==> config.mk <==
export PLATFORM = sky130hd
export DESIGN_NAME = execution_controller_flat
export DESIGN_NICKNAME = d
export VERILOG_FILES = /design/src/rtl/execution_controller_if.sv /design/src/rtl/execution_controller.sv /design/src/flat_wrapper.sv
export SDC_FILE = /design/constraint.sdc
export NUM_CORES = 1
export LEC_CHECK = 0
export CAP_MARGIN = 25
export CORE_ASPECT_RATIO = 0.75
export CORE_UTILIZATION = 46
export CTS_CLUSTER_DIAMETER = 80
export DETAILED_ROUTE_END_ITERATION = 8
export MAX_ROUTING_LAYER = met4
export PLACE_DENSITY = 0.83
export SLEW_MARGIN = 20
export SYNTH_ARGS = -nofsm -noshare
export SYNTH_HDL_FRONTEND = slang
export SYNTH_SLANG_ARGS = --single-unit
==> constraint.sdc <==
create_clock -name clock -period 2 [get_ports clock]
set_clock_uncertainty 0.05 [all_clocks]
set_input_delay 0.6 -clock clock [delete_from_list [all_inputs] [get_ports clock]]
set_output_delay 0.6 -clock clock [all_outputs]
set_load 0.1 [all_outputs]
==> src/rtl/execution_controller_if.sv <==
// execution_controller_if: tick, button, breakpoint and status signals between board glue and the execution controller
interface execution_controller_if #(
  parameter int PC_WIDTH = 8,
  parameter int COUNT_WIDTH = 8
);
  logic tick;
  logic run_btn;
  logic step_btn;
  logic halt_btn;
  logic [PC_WIDTH-1:0] pc;
  logic [PC_WIDTH-1:0] bp_addr;
  logic bp_enable;
  logic cpu_enable;
  logic [1:0] state;
  logic bp_hit;
  logic [COUNT_WIDTH-1:0] retired_count;
  modport master (
    output tick, run_btn, step_btn, halt_btn, pc, bp_addr, bp_enable,
    input cpu_enable, state, bp_hit, retired_count
  );
  modport slave (
    input tick, run_btn, step_btn, halt_btn, pc, bp_addr, bp_enable,
    output cpu_enable, state, bp_hit, retired_count
  );
endinterface

==> src/rtl/execution_controller.sv <==
// execution_controller: run/step/halt sequencing, PC breakpoint and retired-instruction count for the core
module execution_controller #(
  parameter int PC_WIDTH = 8,
  parameter int COUNT_WIDTH = 8
) (
  input logic clock,
  input logic clear,
  execution_controller_if.slave bus
);
  typedef enum logic [1:0] {IDLE = 2'b00, RUN = 2'b01, STEP = 2'b10, HALT = 2'b11} state_t;
  state_t state_q, state_d;
  logic [2:0] sync1_q, sync1_d, sync2_q, sync2_d, prev_q, prev_d, ev;
  logic en_q, en_d, bp_hit_q, bp_hit_d, skip_q, skip_d;
  logic [COUNT_WIDTH-1:0] count_q, count_d;
  logic [PC_WIDTH-1:0] pc, bp_addr;
  logic halt_ev, run_ev, step_ev, tick_ok, bp_match;
  assign pc = bus.pc;
  assign bp_addr = bus.bp_addr;
  always_comb begin
    sync1_d = {bus.halt_btn, bus.step_btn, bus.run_btn};
    sync2_d = sync1_q;
    prev_d = sync2_q;
    ev = sync2_q & ~prev_q;
    halt_ev = ev[2];
    run_ev = ev[0] & ~ev[2];
    step_ev = ev[1] & ~ev[0] & ~ev[2];
    // a tick landing on an enable cycle is dropped so enables never abut
    tick_ok = bus.tick & ~en_q;
    bp_match = bus.bp_enable & (pc == bp_addr) & ~skip_q;
  end
  always_ff @(posedge clock or negedge clear) begin
    if (!clear) begin
      state_q <= IDLE;
      sync1_q <= '0;
      sync2_q <= '0;
      prev_q <= '0;
      en_q <= 1'b0;
      bp_hit_q <= 1'b0;
      skip_q <= 1'b0;
      count_q <= '0;
    end else begin
      state_q <= state_d;
      sync1_q <= sync1_d;
      sync2_q <= sync2_d;
      prev_q <= prev_d;
      en_q <= en_d;
      bp_hit_q <= bp_hit_d;
      skip_q <= skip_d;
      count_q <= count_d;
    end
  end
  always_comb begin
    state_d = state_q;
    unique case (state_q)
      IDLE: state_d = run_ev ? RUN : step_ev ? STEP : IDLE;
      RUN: state_d = (halt_ev || (tick_ok && bp_match)) ? HALT : RUN;
      STEP: state_d = (halt_ev || tick_ok) ? HALT : STEP;
      HALT: state_d = run_ev ? RUN : step_ev ? STEP : HALT;
    endcase
  end
  always_comb begin
    en_d = ~halt_ev & tick_ok & ((state_q == RUN && !bp_match) || state_q == STEP);
    bp_hit_d = (state_q == RUN && !halt_ev && tick_ok && bp_match) ? 1'b1 :
               (state_q == RUN || (state_q == HALT && (run_ev || step_ev))) ? 1'b0 : bp_hit_q;
    // resuming from a breakpoint must execute the trapped instruction once
    skip_d = (state_q == HALT && run_ev) ? 1'b1 : (state_q == RUN && en_d) ? 1'b0 : skip_q;
    count_d = count_q + COUNT_WIDTH'(en_q);
  end
  assign bus.cpu_enable = en_q;
  assign bus.state = state_q;
  assign bus.bp_hit = bp_hit_q;
  assign bus.retired_count = count_q;
endmodule
==> src/flat_wrapper.sv <==
// flat-port wrapper written by rule: the top's interface ports become plain ports
module execution_controller_flat 
#(
  parameter int PC_WIDTH = 8,
  parameter int COUNT_WIDTH = 8
)
  (clock, clear, bus_tick, bus_run_btn, bus_step_btn, bus_halt_btn, bus_pc, bus_bp_addr, bus_bp_enable, bus_cpu_enable, bus_state, bus_bp_hit, bus_retired_count);
  execution_controller_if #(.PC_WIDTH(PC_WIDTH), .COUNT_WIDTH(COUNT_WIDTH)) bus_i ();
  input logic clock;
  input logic clear;
  input wire logic [$bits(bus_i.tick)-1:0] bus_tick;
  input wire logic [$bits(bus_i.run_btn)-1:0] bus_run_btn;
  input wire logic [$bits(bus_i.step_btn)-1:0] bus_step_btn;
  input wire logic [$bits(bus_i.halt_btn)-1:0] bus_halt_btn;
  input wire logic [$bits(bus_i.pc)-1:0] bus_pc;
  input wire logic [$bits(bus_i.bp_addr)-1:0] bus_bp_addr;
  input wire logic [$bits(bus_i.bp_enable)-1:0] bus_bp_enable;
  output wire logic [$bits(bus_i.cpu_enable)-1:0] bus_cpu_enable;
  output wire logic [$bits(bus_i.state)-1:0] bus_state;
  output wire logic [$bits(bus_i.bp_hit)-1:0] bus_bp_hit;
  output wire logic [$bits(bus_i.retired_count)-1:0] bus_retired_count;
  assign bus_i.tick = bus_tick;
  assign bus_i.run_btn = bus_run_btn;
  assign bus_i.step_btn = bus_step_btn;
  assign bus_i.halt_btn = bus_halt_btn;
  assign bus_i.pc = bus_pc;
  assign bus_i.bp_addr = bus_bp_addr;
  assign bus_i.bp_enable = bus_bp_enable;
  assign bus_cpu_enable = bus_i.cpu_enable;
  assign bus_state = bus_i.state;
  assign bus_bp_hit = bus_i.bp_hit;
  assign bus_retired_count = bus_i.retired_count;
  execution_controller #(.PC_WIDTH(PC_WIDTH), .COUNT_WIDTH(COUNT_WIDTH)) u_core (.clock(clock), .clear(clear), .bus(bus_i));
endmodule
==> flow_summary.yaml, run 1 <==
grt:
  grt_first_pass_wirelength_mm: 3.360
  grt_overflow_total: 0
  grt_max_degree: 23
  antenna_found_initial: 0
  grt_usage_pct: 24.24
  grt_pass1_vias: 681
routing:
  drt_iter0_drc: 18
  dr.pass1.iters: 4
  wirelength_mm: 2.176
  num_vias: 735
  wire_per_inst_um: 15.88
  antenna_left: 0
  route.detailed.drc: 0
  avgViaCountPerCell: 5.365
synthesis:
  async_flop_share_pct: 100.0
  ys_ff_latch: 22
  syn_nets: 103
  synth-edff-count: 0
  synthFlopType: "dfrtp_1"
  syn_area_per_cell_sq_um: 12.11
  netlist_area_sq_um: 944.7
  ys_seq_area_share_pct: 58.28
  yosys_warnings: 0
  synth_cell_type_count: 27
  synthCells: 78
flow_run:
  cap_violations: 0
clocking:
  cts_num_sinks: 22
  clk_latency_ps: 310
  clock_path_buffers: 2
  cts-root-buf: "clkbuf_4"
  h-tree-depth: 1
  clk_pin_slew_ps: 110
  numCtsBuffers: 3
  cts-resized-gates: 0
  cts_tree: "built"
  post_cts_buffers: 0
  postCtsHoldBufs: 0
worst_hold_path:
  hold_start: "u_core.sync1_q[1]"
  min_to: "u_core.prev_d[1]"
  hold_depth: 0
  hold_class: "flop to flop"
floorplan:
  ios: 35
  die_h_um: 41.25
  die_x_um: 54.33
  rows: 13
  start_util_pct: 51.85
  core_sq_mm: 0.001822
  dieArea_sq_mm: 0.002241
critical_path:
  r2r_slack_ps: 530
  cp_max_fo: 11
  cp.required_ps: 1350
  cp.arrival_ps: 1150
  crit_type: "flop to output pin"
  r2r_cells: 5
  crit_path_start_kind: "flop"
  worst-path-buf-inv: 1
  rr_endpoint: "u_core.bus.retired_count[6]"
  crit_chain: "buf_12"
  crit_path_end_kind: "output pin"
  path_delay_family: "flip-flops"
  crit_path_top_delay_cell: "dfrtp_1"
  max_stage_delay_ps: 610
  reg2reg_from: "u_core.bus.cpu_enable"
timing:
  fin_crit_sh_pct: 89.92
  worstMarginPinSlew_ps: 402.7
  tns_ps: 0
  setup_viol: 0
  finalMaxSlewViolations: 0
  rsz0062_at_grt: "no"
  max_slew_margin_pct: 73.15
  min_period_ps: 1798
  fmax_mhz: 556.1
  hold_viol: 0
placement:
  io_buffers: 34
  gp_congestion: 0.8763
  postPlaceCellArea_sq_mm: 0.001433
  dp.final_hpwl_mm: 1.677
power:
  p_leak_nw: 0.6260
  power_density_mw_per_mm2: 1321
  peakVddDrop_mv: 1.514
finish:
  multiInputGateArea_sq_um: 380.4
  nNetsFinal: 141
  regArea_sq_um: 553.0
  fillers: 112
  drive_gt1_share_pct: 19.13
  syn_to_final_growth_pct: 55.50
  diodes: 0
  final_cell_area_sq_mm: 0.001469
run_status:
  outcome: "completed"
[how the worst max path moves through the flow]
stage | slack (ps) | depth (start not counted) | endpoint | from
floorplan | 110 | 4 | u_core.bus.retired_count[6] | u_core.bus.retired_count[1]
global placement | 180 | 5 | u_core.bus.bp_hit | bus_bp_addr[5]
detailed placement | 50 | 5 | u_core.bus.state[1] | bus_pc[2]
CTS | 190 | 1 | bus_state[0] | u_core.bus.state[0]
global route | 140 | 1 | bus_state[0] | u_core.bus.state[0]
finish | 200 | 1 | bus_state[0] | u_core.bus.state[0]
[per-layer routing]
layer / vias to the layer above / track usage, % / wire length, um
li1: 344 / - / -
met1: 369 / 30.93 / 940
met2: 19 / 36.89 / 1129
met3: 3 / 8.148 / 96
met4: 0 / 7.051 / 10
met5: - / - / 0
[cells in the mapped netlist, types with 3 or more instances]
cell / instances / share of area (%)
dfrtp_1: 22 / 58
nand2b_1: 3 / 2.0
xnor2_1: 13 / 12
nand3_1: 5 / 2.6
a21oi_1: 4 / 2.1
[kinds of logic (layout without fill, tap and decap cells)]
logic type / Yosys count / count (layout) / synth area share [%]
simple gates: 24 / 24 / 16.16
flops: 22 / 22 / 58.28
xor+xnor: 15 / 15 / 13.91
compound gates: 12 / 12 / 7.550
buf+inv: 3 / 40 / 1.457
fa+ha+maj: 2 / 2 / 2.649
[metrics by stage]
stage / total power, W / setup slack, ps / cells / hold WS (ps) / utilization [%]
after floorplan: 0.001275 / 110.1 / 78 / 254.4 / -
after global placement: 0.001670 / 176.6 / 133 / 281.8 / 78.64
after detailed placement: 0.001705 / 48.58 / 133 / 286.2 / 78.64
after CTS: 0.001952 / 194.4 / 137 / 314.5 / 80.63
after global routing: 0.002025 / 141.7 / 137 / 322.0 / 80.63
final: 0.001940 / 201.7 / 137 / 311.7 / 80.63
[power by group]
group / switching, W / internal, W
clock: 0.000132 / 0.000111
sequential: 0.000153 / 0.000533
combinational: 0.000627 / 0.000384
[state kept, by name (all words and copies together) (netlist names)]
name and cells:
u_core.bus.retired_count 8, u_core.prev_d 3, u_core.prev_q 3, u_core.sync1_q 3, u_core.bus.state 2, u_core.bus.bp_hit 1, u_core.skip_q 1, u_core.bus.cpu_enable 1
[placed cells by master, fill, tap and decap left out, types with 2 or more instances in the layout]
cell,instances
nand2b_1,3
nor3_1,2
dfrtp_2,2
o21ai_0,2
dfrtp_1,20
a21oi_1,4
nor2_1,2
clkbuf_4,3
nand3_1,5
xnor2_1,13
nor2b_1,2
ha_1,2
clkdlybuf4s50_1,22
buf_12,12
a31oi_1,2
nand4_1,2
xor2_1,2
[cell type report]
class	instances	share of cell area, %
Sequential cell	22	37.65
Timing Repair Buffer	35	31.86
Multi-Input combinational cell	53	25.89
Clock buffer	4	2.470
Tap cell	22	1.874
Inverter	1	0.2555
Note: power is estimated with default switching activity, not from simulation.
==> run 2: changes to the inputs <==
--- a/config.mk
+++ b/config.mk
@@ -12,6 +12,7 @@
 export DETAILED_ROUTE_END_ITERATION = 8
 export MAX_ROUTING_LAYER = met4
 export PLACE_DENSITY = 0.83
+export SKIP_LAST_GASP = 1
 export SLEW_MARGIN = 20
 export SYNTH_ARGS = -nofsm -noshare
 export SYNTH_HDL_FRONTEND = slang
==> results of run 2 <==
No change in the layout: final DEF, timing and power equal those of run 1.
==> run 3: changes to the inputs <==
--- a/config.mk
+++ b/config.mk
@@ -5,9 +5,10 @@
 export SDC_FILE = /design/constraint.sdc
 export NUM_CORES = 1
 export LEC_CHECK = 0
+export ABC_AREA = 1
 export CAP_MARGIN = 25
 export CORE_ASPECT_RATIO = 0.75
-export CORE_UTILIZATION = 46
+export CORE_UTILIZATION = 47
 export CTS_CLUSTER_DIAMETER = 80
 export DETAILED_ROUTE_END_ITERATION = 8
 export MAX_ROUTING_LAYER = met4
==> constraint.sdc (replaced) <==
create_clock -name clock -period 2 [get_ports clock]
set_clock_uncertainty 0.05 [all_clocks]
set_input_delay 0.4 -clock clock [delete_from_list [all_inputs] [get_ports clock]]
set_output_delay 0.4 -clock clock [all_outputs]
set_load 0.1 [all_outputs]
==> run 3 against run 2 <==
Against the previous run:
- worst setup slack better by 300 ps
- register-to-register slack better by 90 ps
- flip-flop and latch count unchanged
- via count increased by 13%
- sequential share of layout area increased by 0.096 points
- final cell count grew 31%
==> flow_summary.yaml, run 3 <==
routing:
  wirelength_mm: 1.963
  wire_per_inst_um: 10.91
  drt_iter0_drc: 23
  antenna_left: 0
  route.detailed.drc: 0
  dr.pass1.iters: 4
  avgViaCountPerCell: 4.633
  num_vias: 834
clocking:
  h-tree-depth: 1
  cts-resized-gates: 0
  postCtsHoldBufs: 0
  post_cts_buffers: 0
  cts_num_sinks: 22
  cts_tree: "built"
  clk_latency_ps: 300
  clk_pin_slew_ps: 120
  cts-root-buf: "clkbuf_4"
  clock_path_buffers: 2
  numCtsBuffers: 3
critical_path:
  cp_max_fo: 3
  reg2reg_from: "u_core.bus.cpu_enable"
  crit_path_end_kind: "flop"
  crit_type: "input port to flop"
  r2r_slack_ps: 620
  rr_endpoint: "u_core.bus.retired_count[6]"
  cp.required_ps: 2150
  crit_path_start_kind: "input port"
  r2r_cells: 5
  cp.arrival_ps: 1650
synthesis:
  ys_top_cells_by_count: "nand2_1 (29), dfrtp_1 (22), inv_1 (22), nor2_1 (14), nand3_1 (6)"
  async_flop_share_pct: 100.0
  synthFlopType: "dfrtp_1"
  yosys_warnings: 0
  ys_seq_area_share_pct: 54.39
  post-synth-top-count-cell: "nand2_1"
  synth-edff-count: 0
  synthCells: 117
  syn_nets: 142
  syn_area_per_cell_sq_um: 8.651
  synthTopCellsByArea: "dfrtp_1 (54%), nand2_1 (11%), inv_1 (8.2%)"
  yosys.area.top_type: "dfrtp_1"
  synth_cell_type_count: 18
  netlist_area_sq_mm: 0.001012
  ys_ff_latch: 22
  synth_top_area_share_pct: 54.39
timing:
  setup_viol: 0
  min_period_ps: 1495
  hold_viol: 0
  finalMaxSlewViolations: 0
  fmax_mhz: 668.9
  fin_crit_sh_pct: 74.75
  tns_ps: 0
  worstMarginPinSlew_ps: 269.0
  rsz0062_at_grt: "no"
  max_slew_margin_pct: 82.07
worst_hold_path:
  hold_depth: 0
  min_to: "u_core.prev_d[1]"
  hold_class: "flop to flop"
  hold_start: "u_core.sync1_q[1]"
finish:
  syn_to_final_growth_pct: 44.75
  diodes: 0
  nNetsFinal: 182
  drive_gt1_share_pct: 16.03
  layout_common_cells: "nand2_1 (29), inv_1 (22), clkdlybuf4s50_1 (22)"
  fin_util_pct: 72.73
  largest_reg_flops: 8
  final_common_cell: "nand2_1"
power:
  peakVddDrop_mv: 1.238
  power_density_mw_per_mm2: 1380
  p_leak_nw: 0.7636
floorplan:
  die_h_um: 42.19
  die_x_um: 55.59
  core_sq_mm: 0.002014
  start_util_pct: 50.25
  rows: 14
  dieArea_sq_mm: 0.002345
  ios: 35
grt:
  grt_first_pass_wirelength_mm: 3.525
  grt_pass1_vias: 836
  grt_usage_pct: 20.21
  antenna_found_initial: 0
  grt_max_degree: 23
  grt_overflow_total: 0
placement:
  io_buffers: 34
  dp.final_hpwl_mm: 1.640
  gp_congestion: 0.8679
run_status:
  outcome: "completed"
flow_run:
  cap_violations: 0
[run 3: worst max path at each step]
| stage | slack, ps | to | startpoint |
|---|---|---|---|
| floorplan | 120 | u_core.bus.retired_count[7] | u_core.bus.retired_count[2] |
| global placement | 270 | u_core.bus.cpu_enable | bus_pc[0] |
| detailed placement | 160 | u_core.bus.cpu_enable | bus_pc[0] |
| CTS | 500 | u_core.bus.cpu_enable | bus_pc[0] |
| global route | 410 | u_core.bus.cpu_enable | bus_bp_addr[4] |
| finish | 500 | u_core.bus.cpu_enable | bus_pc[0] |
[run 3: cells by family after synthesis]
| logic type | count (synthesis) | share of synthesized area [%] |
|---|---|---|
| and+or+nand+nor | 56 | 24.35 |
| buffers and inverters | 24 | 8.899 |
| DFF | 22 | 54.39 |
| xor gates and xnor gates | 8 | 6.922 |
| AOI/OAI and AO/OA | 5 | 2.967 |
| adders and majority gates | 2 | 2.472 |
[run 3: cell type report]
cell class,instances,area [sq um]
clock buffer,3,22.52
multi-input combinational,71,371.6
timing repair buffer,35,367.9
tap,24,30.03
inverter,24,90.09
fill,153,549.3
clock inverter,1,30.03
sequential,22,553.0
[run 3: per-layer routing]
layer / global-route usage [%] / share of wire (%) / routed length [um]
met3: 6.790 / 4.1 / 81
met4: 1.500 / 0 / 0
met2: 32.29 / 47 / 932
met1: 26.48 / 48 / 949
met5: - / 0 / 0
[run 3: worst max-delay path: stages]
cell and delay (ps):
clkdlybuf4s50_1 480, inv_1 50, nand2_1 50, nand2_1 50, nor2_1 150, nand3_2 110
nor2_1 130, nor2_1 60, o21ai_1 120, inv_1 60
[run 3: report_power, final]
part	switching, W	total, W	internal (W)
clock	0.000130	0.000332	0.000203
combinational	0.000755	0.00105	0.000292
sequential	0.0000993	0.000642	0.000543
[run 3: per-stage QoR]
stage	area [sq um]	instances	setup slack, ps	hold slack [ps]	total power [W]
finish	1465	180	505.0	317.3	0.002022
global route	1465	180	406.4	324.0	0.002113
CTS	1465	180	501.5	322.0	0.002039
detailed placement	1413	176	163.4	292.8	0.001702
global placement	1413	176	265.5	281.5	0.001667
floorplan	1015	117	122.5	54.41	0.001361
